<file path="src/rtl/vga_sync_decoder.sv">
// vga_sync_decoder: turns free-running h/v pixel counts into registered VGA
// sync, blanking, coordinates and frame strobes. Two small phase trackers
// check that the counts walk the configured timing and report a lock status.
`timescale 1ns/1ps

module vga_sync_decoder #(
    parameter int H_DISPLAY = 640,
    parameter int H_FRONT   = 16,
    parameter int H_SYNC    = 96,
    parameter int H_BACK    = 48,
    parameter int V_DISPLAY = 480,
    parameter int V_FRONT   = 10,
    parameter int V_SYNC    = 2,
    parameter int V_BACK    = 33,
    parameter bit SYNC_POL  = 1'b0
) (
    input  logic       pixel_clk,
    input  logic       reset_n,
    input  logic [9:0] h_count,
    input  logic [9:0] v_count,
    output logic       hsync,
    output logic       vsync,
    output logic       video_active,
    output logic [9:0] x_pos,
    output logic [9:0] y_pos,
    output logic       line_start,
    output logic       frame_start,
    output logic [7:0] frame_count,
    output logic       locked,
    output logic       timing_error
);

    // Last count of each phase on each axis
    localparam logic [9:0] H_A_END = 10'(H_DISPLAY - 1);
    localparam logic [9:0] H_F_END = 10'(H_DISPLAY + H_FRONT - 1);
    localparam logic [9:0] H_S_END = 10'(H_DISPLAY + H_FRONT + H_SYNC - 1);
    localparam logic [9:0] H_MAX   = 10'(H_DISPLAY + H_FRONT + H_SYNC + H_BACK - 1);
    localparam logic [9:0] V_A_END = 10'(V_DISPLAY - 1);
    localparam logic [9:0] V_F_END = 10'(V_DISPLAY + V_FRONT - 1);
    localparam logic [9:0] V_S_END = 10'(V_DISPLAY + V_FRONT + V_SYNC - 1);
    localparam logic [9:0] V_MAX   = 10'(V_DISPLAY + V_FRONT + V_SYNC + V_BACK - 1);

    // INVALID is only a decode result; the trackers never hold it
    typedef enum logic [2:0] {
        UNSYNC  = 3'd0,
        ACTIVE  = 3'd1,
        FRONT   = 3'd2,
        SYNC    = 3'd3,
        BACK    = 3'd4,
        INVALID = 3'd5
    } phase_e;

    function automatic phase_e decode(input logic [9:0] c, input logic [9:0] a_end,
                                      input logic [9:0] f_end, input logic [9:0] s_end,
                                      input logic [9:0] mx);
        if (c > mx)          return INVALID;
        else if (c <= a_end) return ACTIVE;
        else if (c <= f_end) return FRONT;
        else if (c <= s_end) return SYNC;
        else                 return BACK;
    endfunction

    // Same phase or the cyclic next one; anything valid is fine out of UNSYNC.
    // Holding a phase covers the vertical axis sitting on one line for a whole line.
    function automatic logic legal(input phase_e cur, input phase_e nxt);
        logic ok;
        ok = 1'b0;
        if (nxt == INVALID)   ok = 1'b0;
        else if (cur == UNSYNC || nxt == cur) ok = 1'b1;
        else begin
            case (cur)
                ACTIVE:  ok = (nxt == FRONT);
                FRONT:   ok = (nxt == SYNC);
                SYNC:    ok = (nxt == BACK);
                BACK:    ok = (nxt == ACTIVE);
                default: ok = 1'b0;
            endcase
        end
        return ok;
    endfunction

    phase_e     h_st_q, v_st_q, h_st_d, v_st_d, h_ph, v_ph;
    logic       h0_q, org_q, h0_d, org_d;
    logic       bad, fs_d, ls_d, va_d, hs_d, vs_d, lock_d, terr_d;
    logic [9:0] x_d, y_d;
    logic [7:0] fc_d;

    // Decode this sample and work out every next-state value
    always_comb begin
        h_ph   = decode(h_count, H_A_END, H_F_END, H_S_END, H_MAX);
        v_ph   = decode(v_count, V_A_END, V_F_END, V_S_END, V_MAX);
        h_st_d = (h_ph == INVALID) ? UNSYNC : h_ph;
        v_st_d = (v_ph == INVALID) ? UNSYNC : v_ph;
        bad    = ~(legal(h_st_q, h_ph) & legal(v_st_q, v_ph));
        h0_d   = (h_count == 10'd0);
        org_d  = h0_d & (v_count == 10'd0);
        // strobes fire on the first sample of a held count only
        ls_d   = h0_d & ~h0_q;
        fs_d   = org_d & ~org_q;
        fc_d   = frame_count + 8'(fs_d);
        terr_d = locked & bad;
        // an erroneous sample can neither keep nor acquire lock
        lock_d = ~bad & (locked | fs_d);
        va_d   = (h_ph == ACTIVE) & (v_ph == ACTIVE);
        hs_d   = (h_ph == SYNC) ? SYNC_POL : ~SYNC_POL;
        vs_d   = (v_ph == SYNC) ? SYNC_POL : ~SYNC_POL;
        x_d    = va_d ? h_count : 10'd0;
        y_d    = va_d ? v_count : 10'd0;
    end

    // Phase trackers and all registered outputs
    always_ff @(posedge pixel_clk or negedge reset_n) begin
        if (!reset_n) begin
            h_st_q       <= UNSYNC;
            v_st_q       <= UNSYNC;
            h0_q         <= 1'b0;
            org_q        <= 1'b0;
            hsync        <= ~SYNC_POL;
            vsync        <= ~SYNC_POL;
            video_active <= 1'b0;
            x_pos        <= 10'd0;
            y_pos        <= 10'd0;
            line_start   <= 1'b0;
            frame_start  <= 1'b0;
            frame_count  <= 8'd0;
            locked       <= 1'b0;
            timing_error <= 1'b0;
        end else begin
            h_st_q       <= h_st_d;
            v_st_q       <= v_st_d;
            h0_q         <= h0_d;
            org_q        <= org_d;
            hsync        <= hs_d;
            vsync        <= vs_d;
            video_active <= va_d;
            x_pos        <= x_d;
            y_pos        <= y_d;
            line_start   <= ls_d;
            frame_start  <= fs_d;
            frame_count  <= fc_d;
            locked       <= lock_d;
            timing_error <= terr_d;
        end
    end

endmodule

</file>
<file path="config.mk">
export PLATFORM = sky130hd
export DESIGN_NAME = vga_sync_decoder
export DESIGN_NICKNAME = d
export VERILOG_FILES = /design/src/rtl/vga_sync_decoder.sv
export SDC_FILE = /design/constraint.sdc
export NUM_CORES = 1
export LEC_CHECK = 0
export BUFFER_PORTS_ARGS = -buffer_cell sky130_fd_sc_hd__buf_2
export CORE_MARGIN = 2
export CORE_UTILIZATION = 45
export DETAILED_ROUTE_END_ITERATION = 16
export GPL_TIMING_DRIVEN = 0
export PLACE_DENSITY_LB_ADDON = 0.2
export SLEW_MARGIN = 40
export SYNTH_ARGS = -nofsm -noshare
export SYNTH_HDL_FRONTEND = slang
export SYNTH_SLANG_ARGS = --single-unit
</file>
<file path="constraint.sdc">
create_clock -name pixel_clk -period 1.7 [get_ports pixel_clk]
set_clock_uncertainty 0.2 [all_clocks]
set_input_delay 0.17 -clock pixel_clk [delete_from_list [all_inputs] [get_ports pixel_clk]]
set_output_delay 0.17 -clock pixel_clk [all_outputs]
set_load 0.01 [all_outputs]
</file>
==> results.cfg, run 1 <==
[status]
status = finished with violations
failed_checks = negative hold slack, negative setup slack

[cts]
cts_tree = done
cts_buffers = 5
path_clk_slew_ns = 0.08
htree_levels = 2
clock_latency_ns = 0.29
root_buffer = clkbuf_8
clock-sinks = 43
cts_buffer_depth = 2

[cells_and_area]
fillerInstances = 279
finish.utilization_pct = 71.22
fin_area_sq_mm = 0.002666
antennaDiodeCount = 0
drive_gt1_share_pct = 40.91
area_delta_synth_final_pct = 48.50
final_nets = 265

[hold_path]
whs_endpoint = y_pos[6]
hp-start = v_count[6]
worstHoldPathCells = 2
worstHoldPathType = in2reg

[drt]
detail_route.first_pass.iterations = 4
drtAntennaViolNets = 0
drcViolationCount = 0
drtIter0Drc = 94
wire_per_inst_microns = 15.26
via_count = 1533
wl_mm = 4.425
via_per_inst = 5.286

[critical_path]
crit_arrival_ns = 1.83
startpoint_type = primary input
cp-end-kind = register
r2r_slack_ns = -0.06
cpPeakStageDelay_ns = 0.31
worstPathRequired_ns = 1.68
r2r_start = org_q
crit_chain = buf_6 > nor4_4 > nand3_2 > nor3_4 > ha_4 > and3_4 > nand3_4 > or2_4 > xnor2_2
path_class = in2reg
crit_fanout = 4
worst_r2r_path_depth = 6
r2r_end = frame_count[7]
slowest_stage = nor4_4

[timing]
fin_tns_setup_ns = -0.4754
worst_slew_pin_slew_ns = 0.6550
slew_headroom_pct = 55.78
period_share_pct = 108.8
setup_ws_ns = -0.1495
rsz0062_at_grt = true
setup_viol = 4
slew_viol_final = 0
finalHoldViolCount = 1
max_freq_ghz = 0.5407
whs_ns = -0.05802
fin_crit_ns = 1.850

[yosys]
yosys-top-cells-area = dfrtp_1 57%, and3_1 7.7%, dfstp_2 2.9%, nor2_1 2.5%, xnor2_1 2.4%
synth_compound_area_share_pct = 9.756
yosysSeqAreaShare_pct = 60.07
yosysMostFrequentCell = dfrtp_1
synthMuxAreaShare_pct = 0
syn-num-nets = 174
synth_top_area_cell = dfrtp_1
synth_fa_ha_area_share_pct = 1.394
yosys.area_share.simple_pct = 23.48
syn_inst = 150
synth_commonest_cells = 41 x dfrtp_1, 22 x and3_1, 12 x nor2_1
synth-xor-area-share_pct = 3.415
synth_top_family_by_area = simple AND/OR/NAND/NOR gates
synth.distinct_cells = 45
synthFlopType = dfrtp_1
synth_edf_count = 0
ys_async_sr_fraction_pct = 100.0
ys_warn_count = 0
yosys_register_bits = 43
netlist_area_sq_mm = 0.001795
synth_top_area_share_pct = 57.14
synth_area_per_cell_sq_um = 11.97

[placed_design]
dp_hpwl_mm = 2.777
port_buffers = 56
gp_congestion = 0.8362
place_area_sq_mm = 0.002178

[die]
start_util_pct = 47.96
pin_count = 57
rows = 22
dieHeight_microns = 67.17
core_area_sq_mm = 0.003744
die_w_microns = 67.17
fp.dieArea_sq_mm = 0.004511

[grt]
antenna_found_initial = 0
grt_max_degree = 44
track_usage_pct = 21.50
grt.overflow.total = 0
grt_pass1_vias = 1517
grt_pass1_wl_mm = 7.169

[pwr]
peakVddDrop_v = 0.0004716
powerDensity_mw_per_mm2 = 763.6
power_leakage_uw = 0.001359

[job]
maxCapViolCount = 0
## routing by layer
| layer | GRT usage (%) | share of wire (%) | vias up |
|---|---|---|---|
| met3 | 4.000 | 3.6 | 8 |
| met5 | 0 | 0 | - |
| met1 | 27.00 | 42 | 752 |
| li1 | - | - | 732 |
| met4 | 7.908 | 1.9 | 0 |
| met2 | 37.00 | 52 | 41 |
## critical path, delay by kind of cell
family	cells	cell delay (ns)
AND/OR/NAND/NOR	6	1.24
adder cells (fa/ha/maj)	1	0.17
XOR/XNOR	1	0.13
buffers and inverters	1	0.10
## cell usage in the layout (no fill, tap or decap), types with 3 or more instances in the layout
| cell type | count |
|---|---|
| buf_4 | 10 |
| buf_2 | 50 |
| and3_1 | 20 |
| dfrtp_1 | 41 |
| clkbuf_1 | 4 |
| clkbuf_8 | 8 |
| o21ai_0 | 4 |
| nand2_1 | 4 |
| buf_6 | 4 |
| dlygate4sd3_1 | 19 |
| xnor2_1 | 3 |
| nor2_1 | 12 |
| nand3_1 | 3 |
| nand4b_1 | 3 |
| inv_1 | 3 |
## power breakdown
| group | leakage, uW | internal [uW] | switching [uW] | total, uW |
|---|---|---|---|---|
| logic | 0.000737 | 119 | 138 | 257 |
| registers | 0.000571 | 1050 | 13.4 | 1070 |
| clock network | 0.0000505 | 369 | 341 | 711 |
| total | 0.00136 | 1540 | 493 | 2040 |
## state kept, by name, summed over array words and instances (netlist names)
register,count
locked,1
h_st_q,3
timing_error,1
v_st_q,3
h0_q,1
frame_count,8
frame_start,1
hsync,1
x_pos,10
line_start,1
video_active,1
y_pos,10
org_q,1
vsync,1
## cell families after synthesis
| kind of cell | Yosys count |
|---|---|
| AO/OA/AOI/OAI | 22 |
| XOR/XNOR | 7 |
| adder cells (fa/ha/maj) | 2 |
| buffers and inverters | 8 |
| flip-flops | 43 |
| other | 1 |
| AND/OR/NAND/NOR | 67 |
## worst max-delay path by stage
stage,start,endpoint
floorplan,h_count[6],frame_count[7]
global placement,h_count[6],frame_count[7]
detailed placement,h_count[6],frame_count[7]
finish,h_count[6],frame_count[7]
global route,v_count[5],frame_count[7]
CTS,v_count[5],frame_count[7]
## stage by stage
stage                     total power [uW]  setup slack [ns]  std cells
final                                 2036           -0.1495        290
after global routing                  2127           -0.2364        290
after CTS                             2043           -0.1827        289
after detailed placement              1291           -0.6925        254
after global placement                1283           -0.6205        254
after floorplan                       1179           -0.3012        150
## what timing repair did
action,CTS,global route
endpoints found under the setup margin,5,6
gates resized for setup,20,9
pin swaps,9,9
hold endpoints to repair,61,2
buffers inserted,9,1
hold buffers,18,1
## cell type report
| cell class | instances | area [sq um] | area share, % |
|---|---|---|---|
| timing repair buffer | 84 | 575.6 | 21.59 |
| multi-input combinational | 99 | 808.3 | 30.31 |
| inverter | 3 | 11.26 | 0.4223 |
| tap | 48 | 60.06 | 2.252 |
| clock buffer | 7 | 96.34 | 3.613 |
| buffer | 5 | 28.78 | 1.079 |
| clock inverter | 1 | 7.507 | 0.2816 |
| sequential | 43 | 1079 | 40.45 |
(Power assumes the default switching activity.)
==> inputs of run 2 (changes only) <==
--- a/config.mk
+++ b/config.mk
@@ -6,11 +6,12 @@
 export NUM_CORES = 1
 export LEC_CHECK = 0
 export BUFFER_PORTS_ARGS = -buffer_cell sky130_fd_sc_hd__buf_2
-export CORE_MARGIN = 2
+export CORE_MARGIN = 10
 export CORE_UTILIZATION = 45
 export DETAILED_ROUTE_END_ITERATION = 16
 export GPL_TIMING_DRIVEN = 0
-export PLACE_DENSITY_LB_ADDON = 0.2
+export HOLD_SLACK_MARGIN = 0.06
+export PLACE_DENSITY = 0.77
 export SLEW_MARGIN = 40
 export SYNTH_ARGS = -nofsm -noshare
 export SYNTH_HDL_FRONTEND = slang
==> run 2 against run 1 <==
Against the previous run: core utilization rose by 1.5 points; the flow finishes with violations (negative setup slack); combinational power rose by 8.9%; critical path type unchanged; total power fell by 3.6%.
==> results.cfg, run 2 (same netlist as run 1, synthesis figures left out) <==
[status]
status = finished with violations
failed_checks = negative setup slack

[grt]
grt_pass1_vias = 1654
track_usage_pct = 14.21
antenna_found_initial = 0
grt.overflow.total = 0
grt_max_degree = 44
grt_pass1_wl_mm = 8.245

[timing]
slew_headroom_pct = 58.70
period_share_pct = 109.7
slew_viol_final = 0
setup_viol = 3
whs_ns = 0.08396
fin_crit_ns = 1.865
rsz0062_at_grt = true
worst_slew_pin_slew_ns = 0.6117
max_freq_ghz = 0.5362
setup_ws_ns = -0.1649
finalHoldViolCount = 0

[cts]
root_buffer = clkbuf_8
cts_buffer_depth = 2
path_clk_slew_ns = 0.08
cts_tree = done
clock_latency_ns = 0.29
htree_levels = 2
clock-sinks = 43
cts_buffers = 5

[drt]
via_count = 1576
drtIter0Drc = 66
detail_route.first_pass.iterations = 4
drcViolationCount = 0
wl_mm = 4.879
wire_per_inst_microns = 16.32
via_per_inst = 5.271
drtAntennaViolNets = 0

[hold_path]
worstHoldPathType = in2reg
hp-start = h_count[5]
worstHoldPathCells = 5

[die]
dieHeight_microns = 83.17
die_w_microns = 83.17
fp.dieArea_sq_mm = 0.006916
start_util_pct = 47.61
pin_count = 57
core_area_sq_mm = 0.003771
rows = 22

[pwr]
total_power_uw = 1963
power_leakage_uw = 0.001394
powerDensity_mw_per_mm2 = 716.0
peakVddDrop_v = 0.0005375

[critical_path]
cp-endpoint = frame_count[7]
r2r_slack_ns = -0.05
startpoint_type = primary input
worst_r2r_path_depth = 6
crit_chain = buf_8 > nor4_4 > nand4b_1 > nor3_4 > ha_4 > and3_4 > nand3_4 > or2_4 > xnor2_1
crit_fanout = 3
r2r_end = frame_count[7]
path_class = in2reg
crit_start = v_count[5]
slowest_stage = nor4_4
cpPeakStageDelay_ns = 0.28
crit_arrival_ns = 1.84
cp-end-kind = register
r2r_start = org_q
worstPathRequired_ns = 1.68

[cells_and_area]
fillerInstances = 271
area_delta_synth_final_pct = 52.68
mostFrequentLayoutCells = 50 x buf_2, 40 x dfrtp_1, 25 x dlygate4sd3_1
antennaDiodeCount = 0
final_cells = 299
final_common_cell = buf_2
drive_gt1_share_pct = 40.24
final_nets = 274
largestRegisters = x_pos x10, y_pos x10, frame_count x8

[placed_design]
gp_congestion = 0.7632
dp.cells = 254
port_buffers = 56
dp_hpwl_mm = 3.157

[job]
maxCapViolCount = 0
run 2: worst min path at each step:
stage	slack, ns	end
after detailed placement	-0.01	y_pos[0]
final	0.08	h0_q
after global routing	0.07	h_st_q[1]
after CTS	0.06	y_pos[5]
after global placement	0.15	y_pos[1]
after floorplan	-0.33	frame_count[0]
run 2: power by group:
part           total (uW)  internal, uW  switching (uW)  leakage (uW)
logic                 280           135             144      0.000782
registers            1070          1060            13.5      0.000570
clock network         615           287             328     0.0000412
run 2: metal layers:
metal | vias up | global-route usage [%] | share of wire, %
met5 | - | 0 | 0
met4 | 0 | 5.385 | 2.2
met3 | 10 | 5.664 | 7.2
met2 | 47 | 23.39 | 51
met1 | 767 | 16.11 | 40
li1 | 752 | - | -
run 2: metrics by stage:
| stage | setup TNS, ns | util (%) | instance area [sq um] | setup WS (ns) |
|---|---|---|---|---|
| 2_1_floorplan | -0.7825 | - | 1836 | -0.3012 |
| 6_report | -0.3094 | 72.69 | 2741 | -0.1649 |
| 5_1_grt | -0.5589 | 72.69 | 2741 | -0.2079 |
| 4_1_cts | -0.3348 | 70.57 | 2661 | -0.1875 |
| 3_3_place_gp | -3.333 | 57.70 | 2176 | -0.6235 |
| 3_5_place_dp | -3.640 | 57.76 | 2178 | -0.6504 |
run 2: area by class of cell:
class                      instances  area, sq um  share of cell area [%]
buffer                             5        28.78                   1.050
multi-input combinational         99        809.5                   29.53
tap                               48        60.06                   2.191
clock inverter                     2        12.51                  0.4564
sequential                        43         1080                   39.39
timing repair buffer              93        666.9                   24.33
clock buffer                       6        72.57                   2.647
inverter                           3        11.26                  0.4108
run 2: worst max-delay path: cells and delay by family:
| kind | cells | cell delay, ns |
|---|---|---|
| XOR/XNOR | 1 | 0.12 |
| adder cells (fa/ha/maj) | 1 | 0.19 |
| buffers and inverters | 1 | 0.10 |
| AND/OR/NAND/NOR | 6 | 1.26 |
run 2: timing repair:
action,4_1_cts,5_1_grt
pin swaps,9,8
setup endpoints to repair,6,6
hold endpoints to repair,67,1
resized for setup,23,9
setup buffers,7,4
hold buffers,24,2
==> inputs of run 3 (changes only) <==
--- a/config.mk
+++ b/config.mk
@@ -11,7 +11,8 @@
 export DETAILED_ROUTE_END_ITERATION = 16
 export GPL_TIMING_DRIVEN = 0
 export HOLD_SLACK_MARGIN = 0.06
-export PLACE_DENSITY = 0.77
+export MAX_ROUTING_LAYER = met4
+export PLACE_DENSITY = 0.75
 export SLEW_MARGIN = 40
 export SYNTH_ARGS = -nofsm -noshare
 export SYNTH_HDL_FRONTEND = slang
==> run 3 against run 2 <==
Against the previous run: the run still ends with negative setup slack left; combinational power up 12%; global-route usage is 0.86 points higher; register-to-register slack worse by 0.02 ns; die area unchanged; sequential power is essentially flat; worst hold slack gained 0.0055 ns; via count increased by 5.1%; critical endpoint unchanged; largest cell class unchanged; largest power group unchanged; highest routed layer unchanged.
==> results.cfg, run 3 (same netlist as run 1, synthesis figures left out) <==
[status]
failed_checks = negative setup slack
status = finished with violations

[critical_path]
startpoint_type = primary input
worst_path_dominant_cell_family = simple AND/OR/NAND/NOR gates
crit_buf_inv = 1
r2r_slack_ns = -0.07
worstPathRequired_ns = 1.69
crit_arrival_ns = 1.88
path_class = in2reg
crit_chain = buf_6 > nor4_4 > nand4b_1 > nor3_2 > ha_2 > and3_4 > nand3_2 > or2_4 > xnor2_2
cp-end-kind = register
crit_fanout = 5
cpPeakStageDelay_ns = 0.30
slowest_stage = nor4_4

[timing]
max_freq_ghz = 0.5265
worst_slew_pin_slew_ns = 0.6534
slew_viol_final = 0
setup_ws_ns = -0.1994
period_share_pct = 111.7
rsz0062_at_grt = true
finalHoldViolCount = 0
fin_crit_ns = 1.899
setup_viol = 5
slew_headroom_pct = 55.88

[drt]
drtAntennaViolNets = 0
detail_route.first_pass.iterations = 4
wl_mm = 5.519
wire_per_inst_microns = 17.92
via_count = 1656
drtIter0Drc = 90
drcViolationCount = 0
via_per_inst = 5.377

[placed_design]
place_worst_setup_slack_ns = -0.6246
gp_congestion = 0.7523
dp_hpwl_mm = 3.208
port_buffers = 56

[cells_and_area]
seqCellArea_sq_mm = 0.001079
final_nets = 283
area_delta_synth_final_pct = 62.30
mostFrequentLayoutCells = 49 x buf_2, 41 x dfrtp_1, 25 x dlygate4sd3_1
largestRegisters = x_pos x10, y_pos x10, frame_count x8
fillerInstances = 238
multiInputGateArea_sq_um = 882.1
antennaDiodeCount = 0
drive_gt1_share_pct = 45.00
final_common_cell = buf_2

[die]
die_w_microns = 83.17
fp.dieArea_sq_mm = 0.006916
start_util_pct = 47.61
core_area_sq_mm = 0.003771
dieHeight_microns = 83.17
pin_count = 57
rows = 22

[cts]
clock-sinks = 43
root_buffer = clkbuf_8
path_clk_slew_ns = 0.08
cts_buffer_depth = 2
cts_tree = done
clock_latency_ns = 0.30
htree_levels = 2
cts_buffers = 5

[hold_path]
worstHoldPathType = in2reg

[pwr]
peakVddDrop_v = 0.0006263
powerDensity_mw_per_mm2 = 721.5
power_leakage_uw = 0.001474
total_power_uw = 2102

[job]
maxCapViolCount = 0

[grt]
antenna_found_initial = 0
grt_max_degree = 44
grt.overflow.total = 0
grt_pass1_wl_mm = 8.383
grt_pass1_vias = 1689
track_usage_pct = 15.07
run 3: cell types whose count changed in the layout (fill, tap and decap cells not counted), sizes merged:
| cell | delta |
|---|---|
| buf | +7 |
| dlymetal6s4s | +1 |
| clkbuf | +2 |
| clkinv | -1 |
run 3: worst paths after layout:
kind / startpoint / cells past startpoint / end
max: v_count[6] / 9 / frame_count[7]
min: v_count[4] / 3 / v_st_q[1]
max reg2reg: org_q / 6 / frame_count[7]
min reg2reg: h0_q / 1 / line_start
max in group asynchronous: reset_n / 2 / hsync
min in group asynchronous: reset_n / 2 / y_pos[3]
run 3: final cells by class:
| type | count | area share [%] |
|---|---|---|
| well taps | 48 | 2.061 |
| flip-flops and latches | 43 | 37.01 |
| repair buffers | 102 | 25.72 |
| plain buffers | 5 | 0.9875 |
| inverters | 3 | 0.3864 |
| multi-input cells | 99 | 30.27 |
| clock inverters | 1 | 0.2576 |
| clock buffers | 7 | 3.306 |
run 3: tightest hold or removal path: stages:
cell and delay [ns]:
buf_2 0.15, a211o_1 0.18, nor2_1 0.05
run 3: stage by stage:
step	util [%]	area (sq um)	instances	hold slack, ns	setup TNS, ns
after global placement	57.70	2176	254	0.1517	-3.205
after CTS	72.89	2749	303	0.06342	-0.3168
after detailed placement	57.76	2178	254	-0.01528	-3.386
after floorplan	-	1836	150	-0.3256	-0.7825
after global routing	77.27	2914	308	0.08057	-1.074
final	77.27	2914	308	0.08950	-0.5998
run 3: layer usage:
metal / part of all wire, % / global-route usage (%) / up-vias
met5: 0 / - / -
met4: 2.2 / 4.923 / 0
met3: 6.1 / 5.957 / 14
met2: 52 / 24.09 / 50
met1: 39 / 16.85 / 819
li1: - / - / 773
run 3: power breakdown:
group	internal, uW	switching, uW
logic	150	163
clock network	369	351
registers	1050	14.2
total	1570	528
run 3: timing repair:
| action | CTS | global route |
|---|---|---|
| hold buffers | 25 | 3 |
| hold endpoints to repair | 72 | 4 |
| gates resized for setup | 22 | 27 |
| pin swaps | 8 | 15 |
| setup buffers | 16 | 6 |
| setup endpoints to repair | 6 | 7 |
